===== config.mk =====
export PLATFORM = sky130hd
export DESIGN_NAME = seq_ctrl_flat
export DESIGN_NICKNAME = d
export VERILOG_FILES = /design/src/rtl/seq_ctrl_if.sv /design/src/rtl/seq_ctrl.sv /design/src/flat_wrapper.sv
export SDC_FILE = /design/constraint.sdc
export NUM_CORES = 1
export LEC_CHECK = 0
export ABC_AREA = 1
export BUFFER_PORTS_ARGS = -buffer_cell sky130_fd_sc_hd__buf_4
export CAP_MARGIN = 30
export CORE_UTILIZATION = 55
export CTS_CLUSTER_DIAMETER = 50
export DETAILED_ROUTE_END_ITERATION = 6
export GPL_TIMING_DRIVEN = 0
export PLACE_DENSITY = 0.82
export SETUP_SLACK_MARGIN = 0.05
export SYNTH_ARGS = -nofsm -noshare
export SYNTH_HDL_FRONTEND = slang
export SYNTH_SLANG_ARGS = --single-unit

===== constraint.sdc =====
create_clock -name clk -period 4.48 [get_ports clk]
set_input_delay 0.448 -clock clk [delete_from_list [all_inputs] [get_ports clk]]
set_output_delay 0.448 -clock clk [all_outputs]
set_load 0.02 [all_outputs]

===== src/rtl/seq_ctrl_if.sv =====
// Instruction-memory fetch channel between the EyeArch sequencer and its
// instruction store: request/address out, acknowledge/data back.
interface seq_ctrl_if #(
    parameter int PC_W   = 8,
    parameter int INST_W = 16
);
    logic              imem_req;
    logic [PC_W-1:0]   imem_addr;
    logic              imem_ack;
    logic [INST_W-1:0] imem_rdata;

    modport master (
        output imem_req,
        output imem_addr,
        input  imem_ack,
        input  imem_rdata
    );

    modport slave (
        input  imem_req,
        input  imem_addr,
        output imem_ack,
        output imem_rdata
    );
endinterface


===== src/rtl/seq_ctrl.sv =====
// Multi-cycle FETCH/DECODE/EXEC/WB sequencer for the EyeArch core: owns PC,
// IR, retired-instruction count, halt handling and the fetch-timeout fault.
module seq_ctrl #(
    parameter int PC_W          = 8,
    parameter int INST_W        = 16,
    parameter int RET_W         = 16,
    parameter int FETCH_TIMEOUT = 15
) (
    input  logic              clk,
    input  logic              rst_n,
    input  logic              run,
    input  logic              halt_req,
    seq_ctrl_if.master        imem,
    output logic [INST_W-1:0] ir,
    output logic [5:0]        opcode,
    input  logic [1:0]        inst_type,
    input  logic              cu_reg_write,
    output logic              alu_go,
    output logic              rf_we,
    output logic [PC_W-1:0]   pc,
    output logic [RET_W-1:0]  retired,
    output logic [2:0]        state,
    output logic              fault
);

    localparam int CNT_W = (FETCH_TIMEOUT > 1) ? $clog2(FETCH_TIMEOUT) : 1;
    localparam logic [CNT_W-1:0] CNT_LAST = CNT_W'(FETCH_TIMEOUT - 1);

    typedef enum logic [2:0] {
        S_IDLE   = 3'd0,
        S_FETCH  = 3'd1,
        S_DECODE = 3'd2,
        S_EXEC   = 3'd3,
        S_WB     = 3'd4,
        S_HALT   = 3'd5,
        S_FAULT  = 3'd6
    } state_t;

    state_t           cur_st;
    state_t           nxt_st;
    logic [CNT_W-1:0] to_cnt;
    logic [CNT_W-1:0] to_cnt_nxt;
    logic             halt_pend;
    logic             halt_pend_nxt;
    logic             ir_load;
    logic             retire;
    logic             boundary;

    function automatic logic [RET_W-1:0] sat_inc(input logic [RET_W-1:0] v);
        return (&v) ? v : v + 1'b1;
    endfunction

    always_comb begin
        nxt_st        = cur_st;
        to_cnt_nxt    = to_cnt;
        halt_pend_nxt = halt_pend;
        ir_load       = 1'b0;
        retire        = 1'b0;
        boundary      = 1'b0;

        case (cur_st)
            S_IDLE: begin
                if (run) nxt_st = S_FETCH;
            end
            S_FETCH: begin
                // run is deliberately not looked at: a started fetch always completes or times out
                if (imem.imem_ack) begin
                    ir_load    = 1'b1;
                    to_cnt_nxt = '0;
                    nxt_st     = S_DECODE;
                end else if (to_cnt == CNT_LAST) begin
                    to_cnt_nxt = '0;
                    nxt_st     = S_FAULT;
                end else begin
                    to_cnt_nxt = to_cnt + 1'b1;
                end
            end
            S_DECODE: begin
                case (inst_type)
                    2'b00: begin
                        retire   = 1'b1;
                        boundary = 1'b1;
                    end
                    2'b01:   nxt_st = S_EXEC;
                    2'b10:   nxt_st = S_WB;
                    default: nxt_st = S_FAULT;
                endcase
            end
            S_EXEC: nxt_st = S_WB;
            S_WB: begin
                retire   = 1'b1;
                boundary = 1'b1;
            end
            S_HALT: begin
                if (!run) nxt_st = S_IDLE;
            end
            S_FAULT: nxt_st = S_FAULT;
            default: nxt_st = S_FAULT;
        endcase

        // A pending or same-cycle halt wins over run at the instruction boundary
        if (boundary) begin
            if (halt_pend || halt_req) begin
                nxt_st        = S_HALT;
                halt_pend_nxt = 1'b0;
            end else if (!run) begin
                nxt_st = S_IDLE;
            end else begin
                nxt_st = S_FETCH;
            end
        end else if (halt_req && (cur_st != S_HALT) && (cur_st != S_FAULT)) begin
            halt_pend_nxt = 1'b1;
        end
    end

    always_ff @(posedge clk or negedge rst_n) begin
        if (!rst_n) begin
            cur_st    <= S_IDLE;
            to_cnt    <= '0;
            halt_pend <= 1'b0;
            ir        <= '0;
            pc        <= '0;
            retired   <= '0;
        end else begin
            cur_st    <= nxt_st;
            to_cnt    <= to_cnt_nxt;
            halt_pend <= halt_pend_nxt;
            if (ir_load) ir <= imem.imem_rdata;
            if (retire) begin
                pc      <= pc + 1'b1;
                retired <= sat_inc(retired);
            end
        end
    end

    // Strobes decode the state register directly, so reset clears them at once
    assign state          = cur_st;
    assign imem.imem_req  = (cur_st == S_FETCH);
    assign imem.imem_addr = pc;
    assign alu_go         = (cur_st == S_EXEC);
    assign rf_we          = (cur_st == S_WB) && cu_reg_write;
    assign fault          = (cur_st == S_FAULT);
    assign opcode         = ir[INST_W-1 -: 6];

endmodule


===== src/flat_wrapper.sv =====
// flat-port wrapper written by rule: the top's interface ports become plain ports
module seq_ctrl_flat 
#(
    parameter int PC_W          = 8,
    parameter int INST_W        = 16,
    parameter int RET_W         = 16,
    parameter int FETCH_TIMEOUT = 15
)
  (clk, rst_n, run, halt_req, ir, opcode, inst_type, cu_reg_write, alu_go, rf_we, pc, retired, state, fault, imem_imem_req, imem_imem_addr, imem_imem_ack, imem_imem_rdata);
  seq_ctrl_if #(.PC_W(PC_W), .INST_W(INST_W)) imem_i ();
  input  logic clk;
  input  logic rst_n;
  input  logic run;
  input  logic halt_req;
  output logic [INST_W-1:0] ir;
  output logic [5:0] opcode;
  input  logic [1:0] inst_type;
  input  logic cu_reg_write;
  output logic alu_go;
  output logic rf_we;
  output logic [PC_W-1:0] pc;
  output logic [RET_W-1:0] retired;
  output logic [2:0] state;
  output logic fault;
  output wire logic [$bits(imem_i.imem_req)-1:0] imem_imem_req;
  output wire logic [$bits(imem_i.imem_addr)-1:0] imem_imem_addr;
  input wire logic [$bits(imem_i.imem_ack)-1:0] imem_imem_ack;
  input wire logic [$bits(imem_i.imem_rdata)-1:0] imem_imem_rdata;
  assign imem_imem_req = imem_i.imem_req;
  assign imem_imem_addr = imem_i.imem_addr;
  assign imem_i.imem_ack = imem_imem_ack;
  assign imem_i.imem_rdata = imem_imem_rdata;
  seq_ctrl #(.PC_W(PC_W), .INST_W(INST_W), .RET_W(RET_W), .FETCH_TIMEOUT(FETCH_TIMEOUT)) u_core (.clk(clk), .rst_n(rst_n), .run(run), .halt_req(halt_req), .imem(imem_i), .ir(ir), .opcode(opcode), .inst_type(inst_type), .cu_reg_write(cu_reg_write), .alu_go(alu_go), .rf_we(rf_we), .pc(pc), .retired(retired), .state(state), .fault(fault));
endmodule

==> results_tabular.tex <==
\begin{tabular}{lr}
\hline
Metric & Value \\
\hline
\multicolumn{2}{l}{\textbf{Placement}} \\
\quad Final weighted congestion in routability-driven placement & about 0.86 \\
\quad HPWL after detailed placement & between 4 and 5 mm \\
\quad Number of port buffers & between 80 and 90 \\
\quad Number of cells in the design after placement & $\sim$490 \\
\multicolumn{2}{l}{\textbf{STA}} \\
\quad Number of endpoints failing setup at the final stage & 0 \\
\quad Layout Skew & 0.007910 ns \\
\quad Pin slew with the least headroom to its limit & 0.5954 ns \\
\quad Clock period minus final worst setup slack & around 2.2 ns \\
\quad Final number of max-transition violations & 0 \\
\quad RSZ-0062 raised after global routing & false \\
\quad Achievable Freq & 463.0 MHz \\
\quad Count of endpoints failing hold in the final timing report & 0 \\
\quad Rel. slew slack & 60.30\% \\
\quad Final worst path period share & between 40\% and 50\% \\
\quad Post-Route Setup TNS & 0 ns \\
\multicolumn{2}{l}{\textbf{Final layout}} \\
\quad Non-filler instance count after layout & 500 \\
\quad Fin util & between 70\% and 80\% \\
\quad Share of post-route cells with drive strength above 1 & a little over a quarter \\
\quad Final nets & between 400 and 500 \\
\quad Layout-stage area growth over the synthesis result & 29.99\% \\
\quad Diodes inserted & 0 \\
\quad Fillcell total & about 350 \\
\multicolumn{2}{l}{\textbf{Logic synthesis}} \\
\quad Netlist area before placement & $\sim$2700 µm² \\
\quad Share of flip-flops with an asynchronous set or reset & 100.0\% \\
\quad Number of warnings reported in the yosys synthesis log & 0 \\
\quad Syn avg cell area & 7.469 µm² \\
\quad EDFF count, synth & 0 \\
\quad Net count of the mapped netlist & a little under 400 \\
\quad Number of instances in the synthesized netlist & 357 \\
\quad Post-synth top area share & between 40\% and 50\% \\
\quad Cell taking the most area after synthesis & sky130\_fd\_sc\_hd\_\_dfrtp\_1 \\
\quad Top cells by area, synth & sky130\_fd\_sc\_hd\_\_dfrtp\_1 45\%, sky130\_fd\_sc\_hd\_\_nand2\_1 20\%, sky130\_fd\_sc\_hd\_\_nand3\_1 6.0\% \\
\quad Sequential fraction of the synthesis area & 45.05\% \\
\quad Most instantiated library cell after synthesis & sky130\_fd\_sc\_hd\_\_nand2\_1 \\
\quad Count of distinct cell types in the synthesized netlist & 24 \\
\quad Leading post-synthesis cells by instance count & 143 x sky130\_fd\_sc\_hd\_\_nand2\_1, 48 x sky130\_fd\_sc\_hd\_\_dfrtp\_1, 32 x sky130\_fd\_sc\_hd\_\_nand3\_1 \\
\quad Synth Flop Type & sky130\_fd\_sc\_hd\_\_dfrtp\_1 \\
\quad Synthesized flop and latch total & 48 \\
\multicolumn{2}{l}{\textbf{Floorplanning}} \\
\quad Width of the die & $\sim$72 µm \\
\quad Total Die Area & 5130 µm² \\
\quad Vertical extent of the die & $\sim$72 µm \\
\quad \# rows & 24 \\
\quad Initial cell density of the core & around three fifths \\
\quad Core Box Area & 4504 µm² \\
\quad Top-level I/O count & 85 \\
\multicolumn{2}{l}{\textbf{Critical path}} \\
\quad Worst R2R Setup Slack & around 2.7 ns \\
\quad Capturing element type of the critical path & output port \\
\quad Worst EP arrival & about 1.7 ns \\
\quad Worst setup SP type & register \\
\quad Required time of the critical path & between 4 and 5 ns \\
\quad Kind of critical path & reg -> out \\
\quad End of the worst register-to-register path & u\_core.retired[4] \\
\quad Worst r2r src & u\_core.retired[0] \\
\quad Maximum fanout along the worst path & 10 \\
\quad Register-to-Register Path Depth & 9 \\
\multicolumn{2}{l}{\textbf{Global route}} \\
\quad Maximum number of pins on one net before global-route repair & 49 \\
\quad Global route overflow & 0 \\
\quad Number of global-route vias before repair & 2447 \\
\quad Antenna violations before repair & 0 \\
\quad First-pass GRT wire length & about 11 mm \\
\quad Global routing usage summed across all routing layers & a little over a quarter \\
\multicolumn{2}{l}{\textbf{Route}} \\
\quad Number of remaining DRC errors & 0 \\
\quad Number of iterations in the first detailed-routing pass & 4 \\
\quad Antenna Nets Post-Route & 0 \\
\quad Iter 0 DRT Violations & between 100 and 150 \\
\quad Routed vias/inst & 5.126 \\
\quad Via Count & between 2000 and 3000 \\
\quad Final Routed Wirelength & a little over 6 mm \\
\quad Average wire length per cell after detail routing & approximately 12 µm \\
\multicolumn{2}{l}{\textbf{Clock tree}} \\
\quad TritonCTS clock tree & built \\
\quad Clock Tree Root & sky130\_fd\_sc\_hd\_\_clkbuf\_8 \\
\quad H-tree depth & 2 \\
\quad Post-CTS Hold Buffers & 0 \\
\quad Clock Sinks & 48 \\
\quad Source-to-sink clock delay at the later pin of the worst-skew pair & around 0.30 ns \\
\quad CTS buffer count & 5 \\
\quad Number of buffers on the longest clock path & 2 \\
\quad Post-CTS resize count & 0 \\
\quad Post-CTS setup-driven buffer insertion count & 0 \\
\quad Clk slew on worst S/H paths & approximately 0.09 ns \\
\multicolumn{2}{l}{\textbf{Power}} \\
\quad Portion of total power attributed to the clock network & between 10\% and 20\% \\
\quad Comb power frac & between 50\% and 60\% \\
\quad Power Density & roughly 600 nW/µm² \\
\quad Static leakage power & approximately 0.0019 µW \\
\quad Sequential share of power & approximately 34\% \\
\quad Net switching component of the power & 894.0 µW \\
\quad Switching part of the total & between 40\% and 50\% \\
\quad Cell-internal power & around 1200 µW \\
\quad Worst vdd ir & 0.4395 mV \\
\multicolumn{2}{l}{\textbf{Status}} \\
\quad Outcome & finished, final reports clean \\
\multicolumn{2}{l}{\textbf{Hold path}} \\
\quad Hold/Removal Path Class & in -> async \\
\multicolumn{2}{l}{\textbf{Job}} \\
\quad Reported max-cap violation count & 0 \\
\hline
\end{tabular}
==> through the flow <==
step	cell area [µm²]	setup WS, ns	hold WS, ns	power [µW]
final	3466	2.320	0.1487	2095
after global routing	3466	2.174	0.1835	2242
after detailed placement	3354	2.659	0.4611	1790
after global placement	3354	2.666	0.4556	1763
after floorplan	2666	2.811	0.1524	1379
after CTS	3466	2.319	0.1616	2110
==> logic make-up after synthesis <==
logic type / synth area share [%]
xor+xnor: 4.598
compound gates: 3.379
buf+inv: 10.46
fa+ha+maj: 1.877
flops: 45.05
simple gates: 34.63
==> critical path, stage by stage, from the launching register on <==
cell	delay, ns
sky130_fd_sc_hd__dfrtp_1	0.42
sky130_fd_sc_hd__inv_1	0.13
sky130_fd_sc_hd__nand2_1	0.10
sky130_fd_sc_hd__nor2_1	0.20
sky130_fd_sc_hd__buf_4	0.21
sky130_fd_sc_hd__buf_4	0.18
sky130_fd_sc_hd__buf_4	0.16
==> layer usage <==
metal | global-route usage [%] | part of all wire, %
met1 | 33.64 | 44
met2 | 43.19 | 48
met3 | 6.329 | 6.0
met4 | 8.715 | 1.6
met5 | 0 | 0
==> power by group through the flow <==
stage / logic [µW] / clock network (µW) / registers, µW
floorplan: 536 / 0 / 843
global placement: 1050 / 0 / 714
detailed placement: 1070 / 0 / 719
CTS: 1080 / 320 / 712
global route: 1170 / 339 / 735
finish: 1070 / 311 / 715
==> sequential cells by signal, indices dropped and copies added (netlist names) <==
name / count
u_core.state: 3
u_core.to_cnt: 4
u_core.ir: 16
u_core.halt_pend: 1
u_core.imem.imem_addr: 8
u_core.retired: 16
==> worst max path at each step <==
stage | startpoint | endpoint | slack, ns
4_1_cts | u_core.state[1] | imem_imem_req | 2.32
6_report | u_core.state[1] | imem_imem_req | 2.32
2_1_floorplan | u_core.state[1] | imem_imem_req | 2.81
3_5_place_dp | u_core.state[1] | imem_imem_req | 2.66
3_3_place_gp | u_core.state[1] | imem_imem_req | 2.67
5_1_grt | u_core.state[1] | imem_imem_req | 2.17
==> final cells by class <==
type,instances,area (µm²),share of cell area [%]
timing repair buffer,83,623.1,17.98
multi-input combinational,256,1186,34.22
clock buffer,5,68.82,1.986
sequential,48,1201,34.66
tap,52,65.06,1.877
inverter,31,116.4,3.357
buffer,22,162.7,4.693
clock inverter,3,42.54,1.227
==> cells in the final DEF (no fill, tap or decap) <==
master and n:
sky130_fd_sc_hd__buf_2 1, sky130_fd_sc_hd__buf_4 100, sky130_fd_sc_hd__buf_6 2, sky130_fd_sc_hd__bufinv_16 1, sky130_fd_sc_hd__clkbuf_1 2, sky130_fd_sc_hd__clkbuf_8 5, sky130_fd_sc_hd__clkinv_1 1, sky130_fd_sc_hd__clkinv_2 1
sky130_fd_sc_hd__clkinvlp_4 1, sky130_fd_sc_hd__dfrtp_1 48, sky130_fd_sc_hd__ha_1 4, sky130_fd_sc_hd__inv_1 28, sky130_fd_sc_hd__inv_2 2, sky130_fd_sc_hd__nand2_1 143, sky130_fd_sc_hd__nand2_2 5, sky130_fd_sc_hd__nand3_1 32
sky130_fd_sc_hd__nand3_2 1, sky130_fd_sc_hd__nand3b_1 1, sky130_fd_sc_hd__nand4_1 7, sky130_fd_sc_hd__nor2_1 31, sky130_fd_sc_hd__nor2_2 2, sky130_fd_sc_hd__nor3_1 1, sky130_fd_sc_hd__o21a_1 1, sky130_fd_sc_hd__o21ai_0 12
sky130_fd_sc_hd__o21ai_4 1, sky130_fd_sc_hd__o22ai_1 1, sky130_fd_sc_hd__xnor2_1 10, sky130_fd_sc_hd__xor2_1 4
Note: power is estimated with default switching activity, not from simulation.
